$ cat config.mk
export PLATFORM = sky130hd
export DESIGN_NAME = as_gpio_in
export DESIGN_NICKNAME = d
export VERILOG_FILES = /design/src/rtl/as_gpio_in.sv
export SDC_FILE = /design/constraint.sdc
export NUM_CORES = 1
export LEC_CHECK = 0
export ABC_AREA = 1
export CAP_MARGIN = 20
export CORE_MARGIN = 2
export CORE_UTILIZATION = 30
export CTS_CLUSTER_SIZE = 28
export DETAILED_ROUTE_END_ITERATION = 6
export PLACE_DENSITY = 0.73
export SLEW_MARGIN = 15
export SYNTH_ARGS = -nofsm -noshare
export SYNTH_HDL_FRONTEND = slang
export SYNTH_SLANG_ARGS = --single-unit
$ cat constraint.sdc
create_clock -name clk_i -period 1.9 [get_ports clk_i]
set_input_delay 0.38 -clock clk_i [delete_from_list [all_inputs] [get_ports clk_i]]
set_output_delay 0.38 -clock clk_i [all_outputs]
set_load 0.01 [all_outputs]
$ cat src/rtl/as_gpio_in.sv
// as_gpio_in: memory-mapped GPIO input port.
//
// Each pin passes through a two-flop synchronizer and, when the macro
// AS_GPIO_IN_DEBOUNCE_EN is defined, a per-pin debouncer. Rising edges of the
// debounced state are latched into sticky EDGE flags, and irq_o is the
// registered OR of EDGE & MASK.
//
// Register map (index on addr_i):
//   0 DATA  (RO)  debounced pin state
//   1 EDGE  (W1C) sticky rising-edge flags
//   2 MASK  (RW)  interrupt enable per pin
//   other         reads 0, writes ignored
//
// After reset the block spends a warm-up period (INIT) in which the stable
// state tracks the synchronizer directly and no edges are flagged. This lets
// pins that are already high at power-up settle without raising spurious
// events. INIT is 2+DEBOUNCE_CYC cycles with the debouncer and 2 without it.
module as_gpio_in #(
  parameter int NR_PINS      = 8,
  parameter int ADDR_W       = 8,
  parameter int DEBOUNCE_CYC = 4
) (
  input  logic               clk_i,
  input  logic               rst_i,
  input  logic [NR_PINS-1:0] pins_i,
  input  logic               cs_i,
  input  logic               we_i,
  input  logic [ADDR_W-1:0]  addr_i,
  input  logic [63:0]        wdata_i,
  output logic [63:0]        rdata_o,
  output logic               rvalid_o,
  output logic               irq_o
);

  // -------------------------------------------------------------------------
  // Constants
  // -------------------------------------------------------------------------
`ifdef AS_GPIO_IN_DEBOUNCE_EN
  localparam int INIT_LEN = 2 + DEBOUNCE_CYC;
`else
  localparam int INIT_LEN = 2;
`endif
  localparam int WARM_W = $clog2(INIT_LEN + 1);

  localparam logic [ADDR_W-1:0] IDX_DATA = ADDR_W'(0);
  localparam logic [ADDR_W-1:0] IDX_EDGE = ADDR_W'(1);
  localparam logic [ADDR_W-1:0] IDX_MASK = ADDR_W'(2);

  typedef enum logic {
    ST_INIT = 1'b0,
    ST_RUN  = 1'b1
  } state_e;

  // -------------------------------------------------------------------------
  // Declarations
  // -------------------------------------------------------------------------
  state_e              state_q, state_d;
  logic [WARM_W-1:0]   warm_q, warm_d;
  logic                in_init;

  logic [NR_PINS-1:0]  sync1_q, sync_q;
  logic [NR_PINS-1:0]  data_w;   // debounced pin state as seen by DATA
  logic [NR_PINS-1:0]  rise_w;   // stable 0->1 on the coming edge

  logic [NR_PINS-1:0]  edge_q, edge_d;
  logic [NR_PINS-1:0]  mask_q, mask_d;
  logic [NR_PINS-1:0]  edge_set;
  logic [NR_PINS-1:0]  w1c;

  logic                wr_en, rd_en;
  logic [63:0]         rd_val;
  logic [63:0]         rdata_q, rdata_d;
  logic                rvalid_q, rvalid_d;
  logic                irq_q, irq_d;

  // Only the low NR_PINS bits of the write data carry meaning.
  logic                unused_wdata;
  assign unused_wdata = &{1'b0, wdata_i};

  assign wr_en = cs_i & we_i;
  assign rd_en = cs_i & ~we_i;

  // -------------------------------------------------------------------------
  // Warm-up state machine: INIT for INIT_LEN cycles, then RUN until reset
  // -------------------------------------------------------------------------

  // Next-state logic for the warm-up FSM.
  always_comb begin
    // NOTE: every signal written here gets a default first, so no path can
    // leave it unassigned and infer a latch.
    state_d = state_q;
    warm_d  = warm_q;
    unique case (state_q)
      ST_INIT: begin
        if (warm_q == WARM_W'(INIT_LEN - 1)) begin
          state_d = ST_RUN;
          warm_d  = '0;
        end else begin
          warm_d = warm_q + WARM_W'(1);
        end
      end
      ST_RUN: begin
        state_d = ST_RUN;
      end
      default: begin
        state_d = ST_INIT;
        warm_d  = '0;
      end
    endcase
  end

  // Warm-up FSM state register.
  always_ff @(posedge clk_i or negedge rst_i) begin
    if (!rst_i) begin
      state_q <= ST_INIT;
      warm_q  <= '0;
    end else begin
      state_q <= state_d;
      warm_q  <= warm_d;
    end
  end

  assign in_init = (state_q == ST_INIT);

  // -------------------------------------------------------------------------
  // Two-flop synchronizer
  // -------------------------------------------------------------------------

  // Bring the asynchronous pins into the clock domain.
  always_ff @(posedge clk_i or negedge rst_i) begin
    if (!rst_i) begin
      sync1_q <= '0;
      sync_q  <= '0;
    end else begin
      // NOTE: non-blocking assignments make both flops sample on the same
      // edge; blocking ones would collapse the chain into a single stage.
      sync1_q <= pins_i;
      sync_q  <= sync1_q;
    end
  end

`ifdef AS_GPIO_IN_DEBOUNCE_EN
  // -------------------------------------------------------------------------
  // Per-pin debouncer
  // -------------------------------------------------------------------------
  localparam int CNT_W = $clog2(DEBOUNCE_CYC + 1);

  logic [NR_PINS-1:0] stable_q, stable_d;
  logic [CNT_W-1:0]   cnt_q [NR_PINS];
  logic [CNT_W-1:0]   cnt_d [NR_PINS];

  // Count consecutive cycles the synchronized pin disagrees with the stable
  // value; accept the new value once it has disagreed DEBOUNCE_CYC times.
  always_comb begin
    stable_d = stable_q;
    for (int i = 0; i < NR_PINS; i++) begin
      cnt_d[i] = '0;
      if (in_init) begin
        stable_d[i] = sync_q[i];
      end else if (sync_q[i] != stable_q[i]) begin
        if (cnt_q[i] == CNT_W'(DEBOUNCE_CYC - 1)) begin
          stable_d[i] = sync_q[i];
        end else begin
          cnt_d[i] = cnt_q[i] + CNT_W'(1);
        end
      end
    end
  end

  // Debounce state registers.
  always_ff @(posedge clk_i or negedge rst_i) begin
    if (!rst_i) begin
      stable_q <= '0;
      // NOTE: this array is a handful of small counters in flops, not a RAM,
      // so every entry is reset explicitly to a known value.
      for (int i = 0; i < NR_PINS; i++) begin
        cnt_q[i] <= '0;
      end
    end else begin
      stable_q <= stable_d;
      for (int i = 0; i < NR_PINS; i++) begin
        cnt_q[i] <= cnt_d[i];
      end
    end
  end

  assign data_w = stable_q;
  assign rise_w = stable_d & ~stable_q;
`else
  // -------------------------------------------------------------------------
  // No debouncer: the stable state is the synchronizer output itself
  // -------------------------------------------------------------------------
  logic unused_debounce;
  assign unused_debounce = (DEBOUNCE_CYC > 0);

  assign data_w = sync_q;
  assign rise_w = sync1_q & ~sync_q;
`endif

  // No edges are recorded while the inputs are still settling.
  assign edge_set = in_init ? '0 : rise_w;

  // -------------------------------------------------------------------------
  // Register file
  // -------------------------------------------------------------------------

  // Decode writes into W1C bits for EDGE and a new value for MASK.
  always_comb begin
    w1c    = '0;
    mask_d = mask_q;
    if (wr_en && addr_i == IDX_EDGE) begin
      w1c = wdata_i[NR_PINS-1:0];
    end
    if (wr_en && addr_i == IDX_MASK) begin
      mask_d = wdata_i[NR_PINS-1:0];
    end
    // A new edge wins over a clear of the same bit.
    edge_d = (edge_q & ~w1c) | edge_set;
  end

  // Read mux over the pre-edge register values, plus the interrupt level.
  always_comb begin
    rd_val = '0;
    case (addr_i)
      IDX_DATA: rd_val = 64'(data_w);
      IDX_EDGE: rd_val = 64'(edge_q);
      IDX_MASK: rd_val = 64'(mask_q);
      default:  rd_val = '0;
    endcase
    rvalid_d = rd_en;
    rdata_d  = rd_en ? rd_val : '0;
    irq_d    = |(edge_q & mask_q);
  end

  // Register state and registered bus/interrupt outputs.
  always_ff @(posedge clk_i or negedge rst_i) begin
    if (!rst_i) begin
      edge_q   <= '0;
      mask_q   <= '0;
      rdata_q  <= '0;
      rvalid_q <= 1'b0;
      irq_q    <= 1'b0;
    end else begin
      edge_q   <= edge_d;
      mask_q   <= mask_d;
      rdata_q  <= rdata_d;
      rvalid_q <= rvalid_d;
      irq_q    <= irq_d;
    end
  end

  assign rdata_o  = rdata_q;
  assign rvalid_o = rvalid_q;
  assign irq_o    = irq_q;

endmodule

==> results.toml, run 1 <==
[cts]
cts_resized = 0
insertion_delay_ps = 290
clockBufferDepth = 2
clock-sinks = 45
postCtsHoldBufs = 0
clk_pin_slew_ps = 80
cts.htree.levels = 2
root_buffer = "clkbuf_8"
cts_buffers = 5
cts_setup_buffers = 0
cts_tree = "done"

[grt]
grt_overflow = 0
use_met3_pct = 2.794
grt_max_degree = 46
met1_usage_pct = 11.99
antenna_found_initial = 0
grt_first_pass_wirelength_mm = 6.693
grt_pass1_vias = 1462
grt-busiest-layer = "met2"
met2_usage_pct = 16.91
globalRouteTotalUtil_pct = 9.988

[timing]
tightest_slew_ps = 544.5
rsz0062_at_grt = "no"
fin_crit_sh_pct = 81.04
postLayoutSetupSlackWorst_ps = 360.3
holdWs_ps = 154.1
drv_slew = 0
hold_violations = 0
fin_crit_ps = 1540
timing.fmax_mhz = 649.5
worst_clock_skew_ps = 4.659
setup_viol = 0
fin_setup_tns_ps = 0
relSlewSlack_pct = 63.70

[floorplanning]
dieArea_um2 = 8508
fp.dieW_um = 92.24
io_pins = 150
die_y_um = 92.24
fp-row-count = 32
initial_core_util_pct = 30.55
core-area_um2 = 7647

[detailed_routing]
ant_nets = 0
drt_iter0_drc = 78
wl_per_cell_um = 9.752
route.detailed.drc = 0
vias = 1559
firstDrtPassIters = 4
viasPerCell = 3.821
postRouteWirelength_mm = 3.979

[place]
place_ws_ps = 112.7
routabilityCongestion = 0.8393
port_buffers = 37
dpl.hpwl_mm = 3.016
place_inst = 401

[outcome]
run_status = "finished clean"

[synthesis]
synth-seq-area-share_pct = 48.21
synth_top_area_cell = "dfrtp_1"
syn_avg_cell_area_um2 = 8.950
synth_seq_cells = 45
syn_inst = 261
synth_top_area_share_pct = 48.21
synth_cell_type_count = 24
ys_warn_count = 0
async_reset_ff_share_pct = 100.0
synth_edf_count = 0
synth.cell_area_um2 = 2336
synth_flop_cell = "dfrtp_1"
netlist_top_cells_area = "dfrtp_1 (48%), buf_4 (18%), nand2_1 (9.0%), nand3_1 (4.3%), nor2_1 (3.9%)"

[setup_path]
rr_startpoint = "edge_q[6]$_DFF_PN0_"
crit_fanout = 1
r2r_end = "irq_o$_DFF_PN0_"
crit_slowest_cell = "clkdlybuf4s50_1"
crit_arrival_ps = 1160
timing.critical_path.buf_inv = 1
cp.required_ps = 1520
cpLargestDelayFamily = "buffers and inverters"
start_kind = "register"
rr_worst_depth = 3
max_stage_delay_ps = 550
setup.worst_path.class = "register to output pin"
worstPathCellList = "clkdlybuf4s50_1"
end_kind = "output pin"
r2r_slack_ps = 930

[finish]
drive_above_1_share_pct = 12.09
multi_input_area_um2 = 877.1
mostFrequentLayoutCells = "nand2_1 (56), conb_1 (56), dfrtp_1 (45)"
nets = 390
diodes = 0
seq_area_um2 = 1126
instances_no_fill = 408
area_delta_synth_final_pct = 16.12
fillers = 817

[pwr]
p_per_area_nw_per_um2 = 658.8
peakVddDrop_v = 0.0003025
p_leak_nw = 1.348

[min_path]
hp-class = "input pin to async pin"

[run]
maxCapViolations = 0
==> stage by stage <==
| stage | total power, W | util, % | instance area, µm² |
|---|---|---|---|
| detailed placement | 0.001223 | 34.34 | 2626 |
| CTS | 0.001815 | 35.47 | 2713 |
| global route | 0.001876 | 35.47 | 2713 |
| global placement | 0.001220 | 34.34 | 2626 |
| floorplan | 0.001202 | - | 2542 |
| finish | 0.001787 | 35.47 | 2713 |
==> cell usage after synthesis, types with 5 or more instances <==
| library cell | count |
|---|---|
| dfrtp_1 | 45 |
| nor2_1 | 24 |
| buf_4 | 56 |
| nand2_2 | 5 |
| o21ai_2 | 8 |
| nor3_1 | 6 |
| nand2_1 | 56 |
| nand3_1 | 20 |
| inv_1 | 21 |
==> layout make-up <==
class,count,area share [%]
timing repair buffer,42,14.85
sequential,45,41.51
clock buffer,7,3.183
multi-input combinational,188,32.33
tap,102,4.705
inverter,24,3.413
==> worst max-delay path by stage <==
stage                              start                    end  slack [ps]  cells past startpoint
finish              rdata_o[6]$_DFF_PN0_             rdata_o[6]         360                      1
global route                   addr_i[3]   rdata_o[7]$_DFF_PN0_         300                      8
CTS                 rdata_o[3]$_DFF_PN0_             rdata_o[3]         340                      1
detailed placement             addr_i[1]  mask_q[5]$_DFFE_PN0P_         110                      6
global placement               addr_i[1]  mask_q[5]$_DFFE_PN0P_         110                      6
floorplan                      addr_i[7]  mask_q[6]$_DFFE_PN0P_         690                      7
==> power by group <==
| group | switching [W] | internal [W] |
|---|---|---|
| Sequential | 0.0000120 | 0.000984 |
| Clock | 0.000296 | 0.000289 |
| Combinational | 0.000127 | 0.0000799 |
==> sequential cells by signal (all words and copies together) (netlist names) <==
register  count
data_w        8
edge_q        8
mask_q        8
rdata_o       8
sync1_q       8
warm_q        2
irq_o         1
rvalid_o      1
state_q       1
==> logic make-up after synthesis <==
family,count (synthesis),synth area share (%)
AOI/OAI and AO/OA,10,3.856
DFF,45,48.21
other,1,0.1605
and+or+nand+nor,121,24.32
xor gates and xnor gates,1,0.3750
buffers and inverters,83,23.09
==> per-layer routing <==
metal / wire length [µm] / vias up
met1: 1703 / 704
met2: 1953 / 74
met3: 274 / 4
met5: 0 / -
met4: 48 / 0
li1: - / 777
(Power assumes the default switching activity.)
==> inputs of run 2 (changes only) <==
Settings changed: PLACE_DENSITY 0.73 to 0.76.
Clock period 1.9 ns to 1.3 ns, I/O delays scaled along.
==> run 2 against run 1 <==
Register-to-register slack worse by 610 ps. Hold slack better by 220 ps. Largest cell class unchanged. Via count is 6.4% higher. Critical endpoint is now rdata_o[4]$_DFF_PN0_. Critical path type is now input pin to register. Count of clock-buffer cells in the layout stayed put. Critical path depth is 3 higher.
==> results.toml, run 2 (synthesized netlist as in run 1, its figures left out) <==
[outcome]
run_status = "finished clean"

[min_path]
holdPathStages = 0
hp-class = "register to register"
min_from = "sync1_q[7]$_DFF_PN0_"

[pwr]
comb_power_share_pct = 11.7
pwr-share-seq_pct = 53.7
peakVddDrop_v = 0.0003396
p_sw_share_pct = 24.80
p_leak_nw = 1.524
p_per_area_nw_per_um2 = 954.7
clockPowerShare_pct = 34.6
power.internal_w = 0.002042
switchingPower_w = 0.0006734

[detailed_routing]
postRouteWirelength_mm = 4.479
ant_nets = 0
firstDrtPassIters = 4
drt_iter0_drc = 155
vias = 1658
route.detailed.drc = 0
wl_per_cell_um = 10.72
viasPerCell = 3.967

[finish]
mostFrequentLayoutCells = "conb_1 (56), nand2_1 (55), dfrtp_1 (45)"
final_common_cell = "conb_1"
utilization_pct = 37.19
fillers = 777
area_delta_synth_final_pct = 21.75
diodes = 0
stdcell_area_um2 = 2844
drive_above_1_share_pct = 16.77
nets = 399

[setup_path]
cp-startpoint = "we_i"
crit_arrival_ps = 1460
setup.worst_path.class = "input pin to register"
r2r_end = "irq_o$_DFF_PN0_"
crit_end = "rdata_o[4]$_DFF_PN0_"
crit_fanout = 8
rr_worst_depth = 3
start_kind = "input pin"
cp.required_ps = 1520
r2r_slack_ps = 320
rr_startpoint = "edge_q[2]$_DFF_PN0_"
end_kind = "register"

[run]
maxCapViolations = 0

[grt]
globalRouteTotalUtil_pct = 11.33
grt_pass1_vias = 1671
grt_overflow = 0
antenna_found_initial = 0
grt_max_degree = 46
grt_first_pass_wirelength_mm = 7.507

[place]
routabilityCongestion = 0.7956
dpl.hpwl_mm = 3.330
place_ws_ps = -365.2
port_buffers = 37
place_area_um2 = 2696

[floorplanning]
die_y_um = 92.24
io_pins = 150
fp-row-count = 32
core-area_um2 = 7647
fp.dieW_um = 92.24
initial_core_util_pct = 30.55
dieArea_um2 = 8508

[cts]
clock-sinks = 45
clk_pin_slew_ps = 90
cts_buffers = 5
clockBufferDepth = 2
cts.htree.levels = 2
cts_tree = "done"
insertion_delay_ps = 300
root_buffer = "clkbuf_8"

[timing]
setup_viol = 0
drv_slew = 0
fin_setup_tns_ps = 0
timing.fmax_mhz = 807.5
worst_clock_skew_ps = 10.82
fin_crit_sh_pct = 95.26
postLayoutSetupSlackWorst_ps = 61.65
hold_violations = 0
rsz0062_at_grt = "no"
fin_crit_ps = 1238
holdWs_ps = 371.7
[run 2: cell types whose count changed in the layout (fill, tap and decap cells not counted), sizes merged]
cell and delta:
dlygate4sd2 +13, dlymetal6s2s +5, clkinv +1, clkdlybuf4s50 -18, buf +8, dlygate4sd3 +1
[run 2: critical path, cell delays in order]
cell and delay (ps):
clkdlybuf4s50_1 490, nor2_1 210, o2111ai_2 280, nor2_1 210
[run 2: final cells by class]
type / count / area (µm²) / share of cell area [%]
Tap cell: 102 / 127.6 / 4.487
Inverter: 24 / 95.09 / 3.344
Timing Repair Buffer: 51 / 494.2 / 17.38
Sequential cell: 45 / 1126 / 39.60
Clock buffer: 7 / 96.34 / 3.388
Clock inverter: 1 / 5.005 / 0.1760
Multi-Input combinational cell: 188 / 899.6 / 31.63
[run 2: through the flow]
step / instances / power (W)
after floorplan: 316 / 0.001756
after global placement: 407 / 0.001797
after detailed placement: 407 / 0.001804
after CTS: 418 / 0.002733
after global routing: 418 / 0.002847
final: 418 / 0.002715
[run 2: power by group through the flow]
stage	sequential [W]	combinational (W)	clock, W
final	0.00146	0.000319	0.000939
after global routing	0.00146	0.000357	0.00103
after CTS	0.00146	0.000320	0.000956
after detailed placement	0.00149	0.000319	0
after global placement	0.00148	0.000314	0
after floorplan	0.00148	0.000272	0
[run 2: how the worst min path moves through the flow]
stage	slack, ps	endpoint
2_1_floorplan	-40	data_w[0]$_DFF_PN0_
3_3_place_gp	250	sync1_q[4]$_DFF_PN0_
3_5_place_dp	260	sync1_q[1]$_DFF_PN0_
4_1_cts	380	data_w[5]$_DFF_PN0_
5_1_grt	390	data_w[5]$_DFF_PN0_
6_report	370	data_w[7]$_DFF_PN0_
[run 2: timing repair]
action | CTS | global route
hold endpoints to repair | 45 | 0
gates resized for setup | 18 | 9
pin swaps | 5 | 7
hold buffers | 1 | 0
buffers inserted | 2 | 1
gates cloned | 0 | 0
setup endpoints to repair | 18 | 24
[run 2: per-layer routing]
layer / wire length (µm) / vias up / share of wire (%) / global-route usage (%)
li1: - / 801 / - / -
met1: 1802 / 756 / 40 / 13.39
met2: 2240 / 93 / 50 / 18.63
met3: 358 / 8 / 8.0 / 3.287
met4: 77 / 0 / 1.7 / 5.970
met5: 0 / - / 0 / 0
